[config.mk]
export PLATFORM = sky130hd
export DESIGN_NAME = nco_timing_ctrl
export DESIGN_NICKNAME = d
export VERILOG_FILES = /design/src/rtl/qpsk_timing_pkg.sv /design/src/rtl/nco_timing_ctrl_uk_divider.sv /design/src/rtl/nco_timing_ctrl.sv
export SDC_FILE = /design/constraint.sdc
export NUM_CORES = 1
export LEC_CHECK = 0
export CAP_MARGIN = 20
export CORE_AREA = 4 4 125 79
export CTS_CLUSTER_SIZE = 8
export DETAILED_ROUTE_END_ITERATION = 7
export DIE_AREA = 0 0 129 83
export SYNTH_ARGS = -nofsm -noshare
export SYNTH_HDL_FRONTEND = slang
export SYNTH_SLANG_ARGS = --single-unit
[constraint.sdc]
create_clock -name clk -period 4.15 [get_ports clk]
set_input_delay 0.415 -clock clk [delete_from_list [all_inputs] [get_ports clk]]
set_output_delay 0.415 -clock clk [all_outputs]
set_load 0.01 [all_outputs]
[src/rtl/qpsk_timing_pkg.sv]
// Shared Q1.15 constants and helpers for the timing-recovery NCO.
// Covers the default W step, the clamp limits and the fractional-interval ceiling.
package qpsk_timing_pkg;

    localparam int unsigned Q_W    = 16;
    localparam int unsigned Q_FRAC = 15;

    localparam logic [Q_W-1:0] ONE_Q15      = 16'h8000;
    localparam logic [Q_W-1:0] UK_MAX       = 16'h7FFF;
    localparam logic [Q_W-1:0] W0_DEF       = 16'h4000;
    localparam logic [Q_W-1:0] W_MIN_DEF    = 16'h3800;
    localparam logic [Q_W-1:0] W_MAX_DEF    = 16'h4800;
    localparam logic [Q_W-1:0] ETA_INIT_DEF = 16'h0000;

    typedef logic [Q_W-1:0] q15_t;

    // W0 + wk is formed at 17 bits so that a large correction saturates instead of wrapping.
    function automatic q15_t clamp_step(
        input q15_t                  w0,
        input logic signed [Q_W-1:0] wk,
        input q15_t                  w_min,
        input q15_t                  w_max
    );
        logic signed [Q_W:0] sum;
        q15_t                res;
        sum = $signed({1'b0, w0}) + $signed({wk[Q_W-1], wk});
        if (sum < $signed({1'b0, w_min})) begin
            res = w_min;
        end else if (sum > $signed({1'b0, w_max})) begin
            res = w_max;
        end else begin
            res = sum[Q_W-1:0];
        end
        return res;
    endfunction

    // eta/W with W taken as 0.5, i.e. 2*eta, saturated to just below 1.0.
    function automatic q15_t uk_approx(input q15_t eta_v);
        logic [Q_W:0] dbl;
        q15_t         res;
        dbl = {eta_v, 1'b0};
        if (dbl > {1'b0, UK_MAX}) begin
            res = UK_MAX;
        end else begin
            res = dbl[Q_W-1:0];
        end
        return res;
    endfunction

endpackage

[src/rtl/nco_timing_ctrl_uk_divider.sv]
// Combinational restoring divider: quotient = min((dividend << 15) / divisor, 0x7FFF).
// The 15 quotient bits are produced by an unrolled chain of compare/subtract stages.
module uk_divider
    import qpsk_timing_pkg::*;
(
    input  logic [Q_W-1:0] dividend_i,
    input  logic [Q_W-1:0] divisor_i,
    output logic [Q_W-1:0] quotient_o
);

    localparam int unsigned N = Q_FRAC;

    logic [N-1:0][Q_W:0] rem;
    logic [N-1:0]        q_bits;
    logic                saturate;

    // A dividend at or above the divisor means a ratio >= 1.0; a zero divisor lands here too.
    assign saturate = (dividend_i >= divisor_i);
    assign rem[0]   = {1'b0, dividend_i};

    genvar gi;
    generate
        for (gi = 0; gi < N; gi++) begin : g_stage
            logic [Q_W+1:0] shifted;
            logic           take;

            assign shifted           = {rem[gi], 1'b0};
            assign take              = (shifted >= {2'b00, divisor_i});
            assign q_bits[N-1-gi]    = take;

            if (gi < N - 1) begin : g_rem
                logic [Q_W:0] trial;
                assign trial       = take ? (shifted[Q_W:0] - {1'b0, divisor_i}) : shifted[Q_W:0];
                assign rem[gi + 1] = trial;
            end
        end
    endgenerate

    assign quotient_o = saturate ? UK_MAX : {1'b0, q_bits};

endmodule

[src/rtl/nco_timing_ctrl.sv]
// Timing-recovery NCO: decrements a modulo-1 register by W each clock and emits strobe/uk on underflow.
// Build option NCO_EXACT_DIV_EN replaces the 2*eta interval estimate with an exact eta/W divide.
module nco_timing_ctrl
    import qpsk_timing_pkg::*;
#(
    parameter logic [Q_W-1:0] W0       = W0_DEF,
    parameter logic [Q_W-1:0] W_MIN    = W_MIN_DEF,
    parameter logic [Q_W-1:0] W_MAX    = W_MAX_DEF,
    parameter logic [Q_W-1:0] ETA_INIT = ETA_INIT_DEF
)(
    input  logic                  clk,
    input  logic                  rst_n,
    input  logic                  wk_vld,
    input  logic signed [Q_W-1:0] wk,
    output logic                  strobe,
    output logic [Q_W-1:0]        uk,
    output logic [Q_W-1:0]        eta
);

    logic [Q_W-1:0]        eta_q, eta_d;
    logic [Q_W-1:0]        w_q, w_d;
    logic [Q_W-1:0]        uk_q, uk_d;
    logic                  strobe_q, strobe_d;
    logic [Q_W-1:0]        uk_calc;
    logic signed [Q_W:0]   diff;
    logic                  underflow;

    assign diff      = $signed({1'b0, eta_q}) - $signed({1'b0, w_q});
    assign underflow = diff[Q_W];

    // uk is always formed from the pre-decrement eta and the W in force this cycle.
`ifdef NCO_EXACT_DIV_EN
    uk_divider u_uk_divider (
        .dividend_i (eta_q),
        .divisor_i  (w_q),
        .quotient_o (uk_calc)
    );
`else
    assign uk_calc = uk_approx(eta_q);
`endif

    always_comb begin
        w_d      = w_q;
        eta_d    = diff[Q_W-1:0];
        strobe_d = 1'b0;
        uk_d     = uk_q;

        if (wk_vld) begin
            w_d = clamp_step(W0, wk, W_MIN, W_MAX);
        end

        // Exactly zero remainder is not an underflow; only a negative difference wraps.
        if (underflow) begin
            eta_d    = diff[Q_W-1:0] + ONE_Q15;
            strobe_d = 1'b1;
            uk_d     = uk_calc;
        end
    end

    always_ff @(posedge clk or negedge rst_n) begin
        if (!rst_n) begin
            eta_q    <= ETA_INIT;
            w_q      <= W0;
            strobe_q <= 1'b0;
            uk_q     <= '0;
        end else begin
            eta_q    <= eta_d;
            w_q      <= w_d;
            strobe_q <= strobe_d;
            uk_q     <= uk_d;
        end
    end

    assign strobe = strobe_q;
    assign uk     = uk_q;
    assign eta    = eta_q;

endmodule

# Word level (Yosys, flattened, before mapping)
# Index checks and enable logic that the tools add are counted.
# W data, S select, Z words.
dict set report totals {
  register_bits 49
  word_cells 15
  output_inout_bits 33
}
dict set report op_classes {
  add_sub_neg 3
  n_mux 5
  n_lt_le_gt_ge 3
}
# operator n
set op_table {}
lappend op_table {{$mux W16} 4}
lappend op_table {{$add A16 B16 Y17 const A} 1}
lappend op_table {{$gt A17 B15 Y1 const B} 1}
lappend op_table {{$gt A17 B16 Y1 const B} 1}
lappend op_table {{$lt A17 B15 Y1 const B} 1}
lappend op_table {{$sub A16 B16 Y17} 1}
lappend op_table {{$add A16 B16 Y16 const B} 1}
lappend op_table {{$mux W1} 1}

# Depth between registers and ports, before layout
dict set report depth {
  word_depth 4
  depth_mapped 10
  ltp_nobuf 9
}

# Worst setup path before layout
# OpenSTA, ideal clock, no wires.
dict set report synth_path {
  path_kind {reg-to-reg}
  startpoint {register eta_q[0] (netlist: eta[0])}
  endpoint {register eta_q[14] (netlist: eta[14])}
  t_arrival_ns 2.109
  stages_incl_launch_ff 10
  slack_ns 1.929
  setup_ns 0.111
  n_path_buf 0
  cell_sequence {dfrtp_1 inv_1 ha_1 fa_1 nand2b_1 a211oi_1 o21a_2 o31a_1 nor4_1 a2111oi_2}
}
dict set report synth_between {
  elab_chain_cells 3
}
# element line_no
set synth_lines {}
lappend synth_lines {{start, declared} nco_timing_ctrl.sv:20} ;# logic [Q_W-1:0] eta_q, eta_d;
lappend synth_lines {{start signal, assigned} nco_timing_ctrl.sv:67} ;# eta_q <= eta_d;
lappend synth_lines {{$sub A16 B16 Y17 (*)} nco_timing_ctrl.sv:28} ;# assign diff = $signed({1'b0, eta_q}) - $signed({1'b0, w_q});
lappend synth_lines {{net diff[14]} nco_timing_ctrl.sv:25} ;# logic signed [Q_W:0] diff;
lappend synth_lines {{$add A16 B16 Y16} nco_timing_ctrl.sv:54} ;# eta_d = diff[Q_W-1:0] + ONE_Q15;
lappend synth_lines {{$mux W16 (*)} nco_timing_ctrl.sv:53} ;# if (underflow) begin
# Mark *: on every way through the listed nets, which the timed path passes. The rest lies on a longest branch.
# A chain may end at the register's enable or synchronous reset.

# Worst setup path in the final report
dict set report layout_path {
  startpoint {input wk[14]}
  endpoint {register w_q[11]}
}
dict set report layout_between {
  elab_chain_cells 4
  elab_cells_between_ends 5
  classes_between {add/sub: 1; order compare: 2; mux: 2}
}
# element line_no
set layout_lines {}
lappend layout_lines {{start, declared} nco_timing_ctrl.sv:14} ;# input logic signed [Q_W-1:0] wk,
lappend layout_lines {{$add A16 B16 Y17 (*)} qpsk_timing_pkg.sv:26} ;# sum = $signed({1'b0, w0}) + $signed({wk[Q_W-1], wk});
lappend layout_lines {{$gt A17 B16 Y1} qpsk_timing_pkg.sv:29} ;# end else if (sum > $signed({1'b0, w_max})) begin
lappend layout_lines {{$mux W16} qpsk_timing_pkg.sv:29}
lappend layout_lines {{$mux W16 (*)} qpsk_timing_pkg.sv:27} ;# if (sum < $signed({1'b0, w_min})) begin
lappend layout_lines {{end signal, assigned} nco_timing_ctrl.sv:68} ;# w_q <= w_d;
lappend layout_lines {{end, declared} nco_timing_ctrl.sv:21} ;# logic [Q_W-1:0] w_q, w_d;
# Every way passes the cells marked *; elsewhere a longest branch is shown, timed or not.

==> impl_metrics.toml <==
[logic_synthesis]
synth_top_area_frac = 0.466
synth-edff-count = 0
synth_area_leaders = "dfrtp_1 (47%), ha_1 (8.7%), a21oi_1 (5.1%)"
syn-instance-count = 271
synth_ff_type = "dfrtp_1"
seq_area_frac_synth = 0.476
async_flop_share = 1.00
synth_nets = 309
syn_area_sq_mm = 0.00258
synthTopCellsByCount = "dfrtp_1 (48), nor2_1 (27), a21oi_1 (26), inv_1 (21), o21ai_0 (21)"
yosys_warnings = 0
synth_area_leader_cell = "dfrtp_1"
synthMostInstantiatedCell = "dfrtp_1"
ys_ff_latch = 49
avgSynthCellArea_sq_um = 9.51
synthDistinctLibCells = 40

[worst_hold_path]
hold_class = "in -> async"

[worst_setup_path]
worst-r2r-cell-count = 10
path_buf_inv = 2
cp.required_ps = 4320
critPathCaptureType = "flop"
cp-start-kind = "input pin"
crit_chain = "clkdlybuf4s50_1 -> inv_1 -> ha_1 -> nand4_1 -> o21ai_0 -> xnor2_1 -> nor2_1 -> nand2_1 -> a2bb2oi_1"
critPathTopFamily = "simple AND/OR/NAND/NOR gates"
worstReg2RegStart = "eta[0]"
timing.setup.critical_path_class = "in -> reg"
critical_path.max_fanout = 15
r2r_end = "eta[15]"
critPathSlowestCell = "nor2_1"
critPathArrivalTime_ps = 2770
slowest_delay_ps = 700
r2r_setup_slack_ps = 1590

[clock_network]
clkLatencyLatePin_ps = 290
clock_path_buffers = 2
htreeDepth = 2
cts-root-buf = "clkbuf_16"
cts_resized = 0
post_cts_buffers = 0
clk_pin_slew_ps = 60
cts_inserted_buffers = 5
cts_tree = "built"
clock_sink_count = 49
cts_hold_buf = 0

[floorplanning]
fp.dieArea_sq_mm = 0.0107
start_util = 0.291
die_y_um = 83
die_w_um = 129
rows = 27
ios = 52
core_sq_mm = 0.00885

[sta]
fmax_mhz = 385
fin_ws_ps = 1560
fin_skew_ps = 6.07
finalCritPeriodShare = 0.625
drv_slew = 0
setup_tns_ps = 0
hold_slack_ps = 53.1
setup_violations = 0
layout_min_cycle_time_ps = 2590
worstMarginPinSlew_ps = 921
rsz0062_at_grt = "no"
relSlewSlack = 0.384
hold_violations = 0

[placed_design]
place_congestion = 0.839
dpl.hpwl_mm = 5.01
post-place-ws_ps = 1280
placed_cells = 430
io_buffer_count = 51
place_area_sq_mm = 0.00319

[layout]
fin_nets = 360
final_area_sq_mm = 0.00338
multiInputGateArea_sq_mm = 0.00123
n_antenna_cell = 0
instances_no_fill = 439
fillCellCount = 886
drive_gt1_frac = 0.0495
seq_area_sq_mm = 0.00123
area_delta_synth_final_pct = 31.3

[power_and_ir_drop]
leakagePower_nw = 1.40
peakVddDrop_uv = 231
p_per_area_mw_per_mm2 = 798

[drt]
first_pass_iters = 4
routedWlPerCell_um = 14.7
drt.antenna.violating_nets = 0
totalWireLength_mm = 6.47
drc_errors = 0
vias = 2134
vias_per_cell = 4.86
drtIter0Drc = 104

[global_route]
grt_pass1_wl_mm = 10.6
track_usage = 0.123
overflow = 0
grt_pass1_vias = 2005
antenna_found_initial = 0
grt_max_degree = 50

[status]
status = "complete, no violations"

[job]
max-cap-violations = 0
routing by layer:
layer | wire (um) | track usage
met4 | 38 | 0.0257
met1 | 3640 | 0.209
met5 | 0 | 0
met3 | 461 | 0.0321
met2 | 2340 | 0.149
worst max-delay path by stage:
stage	startpoint	endpoint	slack (ps)	depth (start not counted)
after CTS	eta[0]	eta[15]	1550	10
final	wk[14]	w_q[11]	1560	9
after global routing	wk[14]	w_q[11]	1330	9
after detailed placement	wk[14]	w_q[11]	1280	9
after global placement	wk[14]	w_q[11]	1330	9
after floorplan	eta[0]	eta[14]	1930	9
registers in the layout (all words and copies together) (netlist names):
name / count
eta: 16
uk: 16
w_q: 16
strobe: 1
cell families after synthesis:
| logic type | Yosys count | share of synthesized area |
|---|---|---|
| flops | 49 | 0.476 |
| mux | 1 | 0.00437 |
| xor+xnor | 12 | 0.0408 |
| simple gates | 84 | 0.153 |
| compound gates | 76 | 0.183 |
| buf+inv | 30 | 0.0471 |
| fa+ha+maj | 19 | 0.0952 |
metrics by stage:
stage / power [mW] / util
floorplan: 1.71 / -
global placement: 2.23 / 0.361
detailed placement: 2.25 / 0.361
CTS: 2.72 / 0.380
global route: 2.93 / 0.382
finish: 2.70 / 0.382
area by class of cell:
class	instances	area share
Multi-Input combinational cell	192	0.363
Timing Repair Buffer	53	0.158
Inverter	21	0.0233
Clock inverter	3	0.0137
Clock buffer	5	0.0370
Sequential cell	49	0.363
Tap cell	116	0.0429
cell usage in the layout, fill, tap and decap left out, types with 9 or more instances in the layout:
master           instances
clkdlybuf4s50_1         50
xnor2_1                  9
dfrtp_1                 48
o21ai_0                 21
ha_1                    18
nand2_1                 14
nor2_1                  27
nor3_1                  14
inv_1                   21
a21oi_1                 26
nand3_1                 11
worst register-to-register path: stages, from the launching register on:
cell      delay (ps)
dfrtp_1          340
inv_1             80
ha_1             230
fa_1             420
nand2b_1         190
a211oi_1         290
o21a_2           250
a31oi_2           90
buf_4            240
xor2_1           180
xnor2_1          140
report_power, final:
part	switching [mW]	total [mW]	internal, mW
sequential	0.167	0.822	0.655
clock	0.180	0.465	0.285
combinational	0.729	1.41	0.683
total	1.08	2.70	1.62
No activity file was read; power rests on OpenSTA's default activity.
==> variant (same flow settings) <==
Reset style: synchronous (`rst_n`), changed in one clocked block.
--- a/src/rtl/nco_timing_ctrl.sv
+++ b/src/rtl/nco_timing_ctrl.sv
@@ -57,7 +57,7 @@
         end
     end
 
-    always_ff @(posedge clk or negedge rst_n) begin
+    always_ff @(posedge clk) begin
         if (!rst_n) begin
             eta_q    <= ETA_INIT;
             w_q      <= W0;
Formal check against the unedited RTL: differs if rst_n is asserted again (counterexample within 4 cycles, from zero or initial values and one cycle with rst_n low); with rst_n held inactive, the same outputs for 4 cycles.
==> variant against the original RTL <==
- register-to-register slack worse by 0.09 ns
- area after synthesis down 0.97%
- wire length down 0.11%
- fmax down 2.1%
- power down 6.6%
- sequential cell count unchanged
- worst setup slack worse by 0.055 ns
- sequential share of layout area down 6.8 points
- utilization down 0.68 points
- final area down 1.8%
- largest cell class is now multi-input gates
==> variant: results (changes against the original RTL) <==
Status
  • Outcome: finished clean

Routing
  • Length of the first detailed-routing pass in iterations: 7 (+3)
  • DR vias: 2206 (+3.4%)
  • Average wire length per cell after detail routing: 14.21 um (-3.6%)
  • Number of DRC markers in iteration 0: 108 (+3.8%)

Logic synthesis
  • Mean instance size in the synthesized netlist: 8.737 um^2 (-8.1%)
  • Register area share after synthesis: 0.3845 (-0.09194)
  • Post-synth top flop: sky130_fd_sc_hd__dfxtp_1
  • Library cells used by synthesis: 42 (+5.0%)
  • Most frequent cells after synthesis: 49 x sky130_fd_sc_hd__dfxtp_1, 34 x sky130_fd_sc_hd__nor3_1, 24 x sky130_fd_sc_hd__inv_1
  • Yosys warning count: 0 (unchanged)
  • Async set-or-reset flop fraction in the synthesized netlist: 0 (-1.000)
  • Most area-consuming cells after synthesis: sky130_fd_sc_hd__dfxtp_1 38%, sky130_fd_sc_hd__ha_1 8.8%, sky130_fd_sc_hd__nor3_1 6.7%
  • Synth Net Count: 330 (+6.8%)

Critical path
  • Family with the most delay on the worst path: compound AO/OA/AOI/OAI gates
  • Library cell contributing the largest single delay on the critical path: sky130_fd_sc_hd__fa_1
  • Max Fanout on Critical Path: 32 (+17)
  • Worst endpoint data arrival time: 2.81 ns (+0.04 ns)
  • Crit-path max cell delay: 0.42 ns (-0.28 ns)

Place
  • Placed cell count: 448 (+4.2%)
  • Weighted congestion reported at the end of routability-driven placement: 0.8043 (-4.1%)
  • Post-placement cell area: 0.003159 mm^2 (-1.0%)
  • Port buffer count: 51 (unchanged)
  • Worst slack at placement: 1.377 ns (+0.09604 ns)
  • Placed wire-length estimate: 5014 um (+0.17%)

Global route
  • Global-route wire length before repair: 11050 um (+4.3%)
  • GR Util All Layers: 0.1282 (+0.004835)
  • Pin count of the biggest net entering global routing: 33 (-34%)

Power
  • Peak supply drop: 309.9 uV (+34%)
  • Leak Pwr: 1.316 nW (-6.3%)

Clock tree
  • Clock insertion delay at the later pin of the skew report: 0.29 ns (about the same)
  • Total clock buffers created by CTS: 5 (unchanged)
  • Maximum level of the CTS H-tree: 2 (unchanged)
  • Post-cts repair resize count: 0 (unchanged)
  • Post-CTS setup-driven buffer insertion count: 0 (unchanged)
  • Master cell of the clock root buffer: sky130_fd_sc_hd__clkbuf_16
  • Clock transition at the register clock pins on the worst setup and hold paths after CTS: 0.07 ns

Timing
  • Worst max-slew margin expressed relative to the limit: 0.4898 (+0.1059)
  • Setup Skew: 0.006630 ns (+0.0005589 ns)

Final layout
  • Fraction of final layout cells with drive strength greater than 1: 0.08555 (+0.03601)
  • NumNets Final: 377 (+4.7%)
  • Final-layout fill cell count: 919 (+3.7%)
  • Non-filler cells, final: 455 (+3.6%)

Worst hold path
  • Path class of the lowest-slack min-delay path: register to register
## variant: cell families (layout without fill, tap and decap cells)
kind of cell / count (synthesis) / in the layout / share of synthesized area
compound gates: 64 / 64 / 0.1795
xor+xnor: 10 / 10 / 0.03433
fa+ha+maj: 19 / 19 / 0.09613
buf+inv: 37 / 84 / 0.05983
flops: 49 / 49 / 0.3845
mux: 4 / 4 / 0.01569
simple gates: 109 / 109 / 0.2300
## variant: metal layers
layer,part of all wire,GRT usage
met1,0.55,0.1962
met2,0.38,0.1748
met3,0.063,0.03856
met4,0.0056,0.02574
met5,0,0
## variant: final timing paths
kind / startpoint / endpoint / slack (ns) / cells past startpoint
max: eta[0]$_SDFF_PN0_ / uk[8]$_SDFFE_PN0N_ / 1.50 / 10
min: uk[0]$_SDFFE_PN0N_ / uk[0]$_SDFFE_PN0N_ / 0.46 / 2
max reg2reg: eta[0]$_SDFF_PN0_ / uk[8]$_SDFFE_PN0N_ / 1.50 / 10
min reg2reg: uk[0]$_SDFFE_PN0N_ / uk[0]$_SDFFE_PN0N_ / 0.46 / 2
## variant: area by class of cell
type	instances	area (um^2)	share of cell area
Tap cell	116	145.1	0.04367
Clock buffer	5	125.1	0.03765
Sequential cell	49	980.9	0.2952
Timing Repair Buffer	53	525.5	0.1581
Clock inverter	2	38.79	0.01167
Multi-Input combinational cell	206	1418	0.4266
Inverter	24	90.09	0.02711
## variant: worst min-delay path: stages (launching register included)
cell and delay [ns]:
sky130_fd_sc_hd__dfxtp_1 0.32, sky130_fd_sc_hd__inv_1 0.05, sky130_fd_sc_hd__a21oi_1 0.05
## variant: report_power, final
part / internal, W / total, W / switching [W] / leakage, nW
clock network: 0.000283 / 0.000463 / 0.000180 / 0.0803
registers: 0.000605 / 0.000693 / 0.0000879 / 0.405
logic: 0.000661 / 0.00136 / 0.000703 / 0.831
## variant: through the flow
step,hold WS [ns],total power (W)
6_report,0.4644,0.002519
5_1_grt,0.4969,0.002747
4_1_cts,0.4669,0.002549
3_5_place_dp,0.4565,0.002070
3_3_place_gp,0.4355,0.002050
2_1_floorplan,0.4441,0.001632
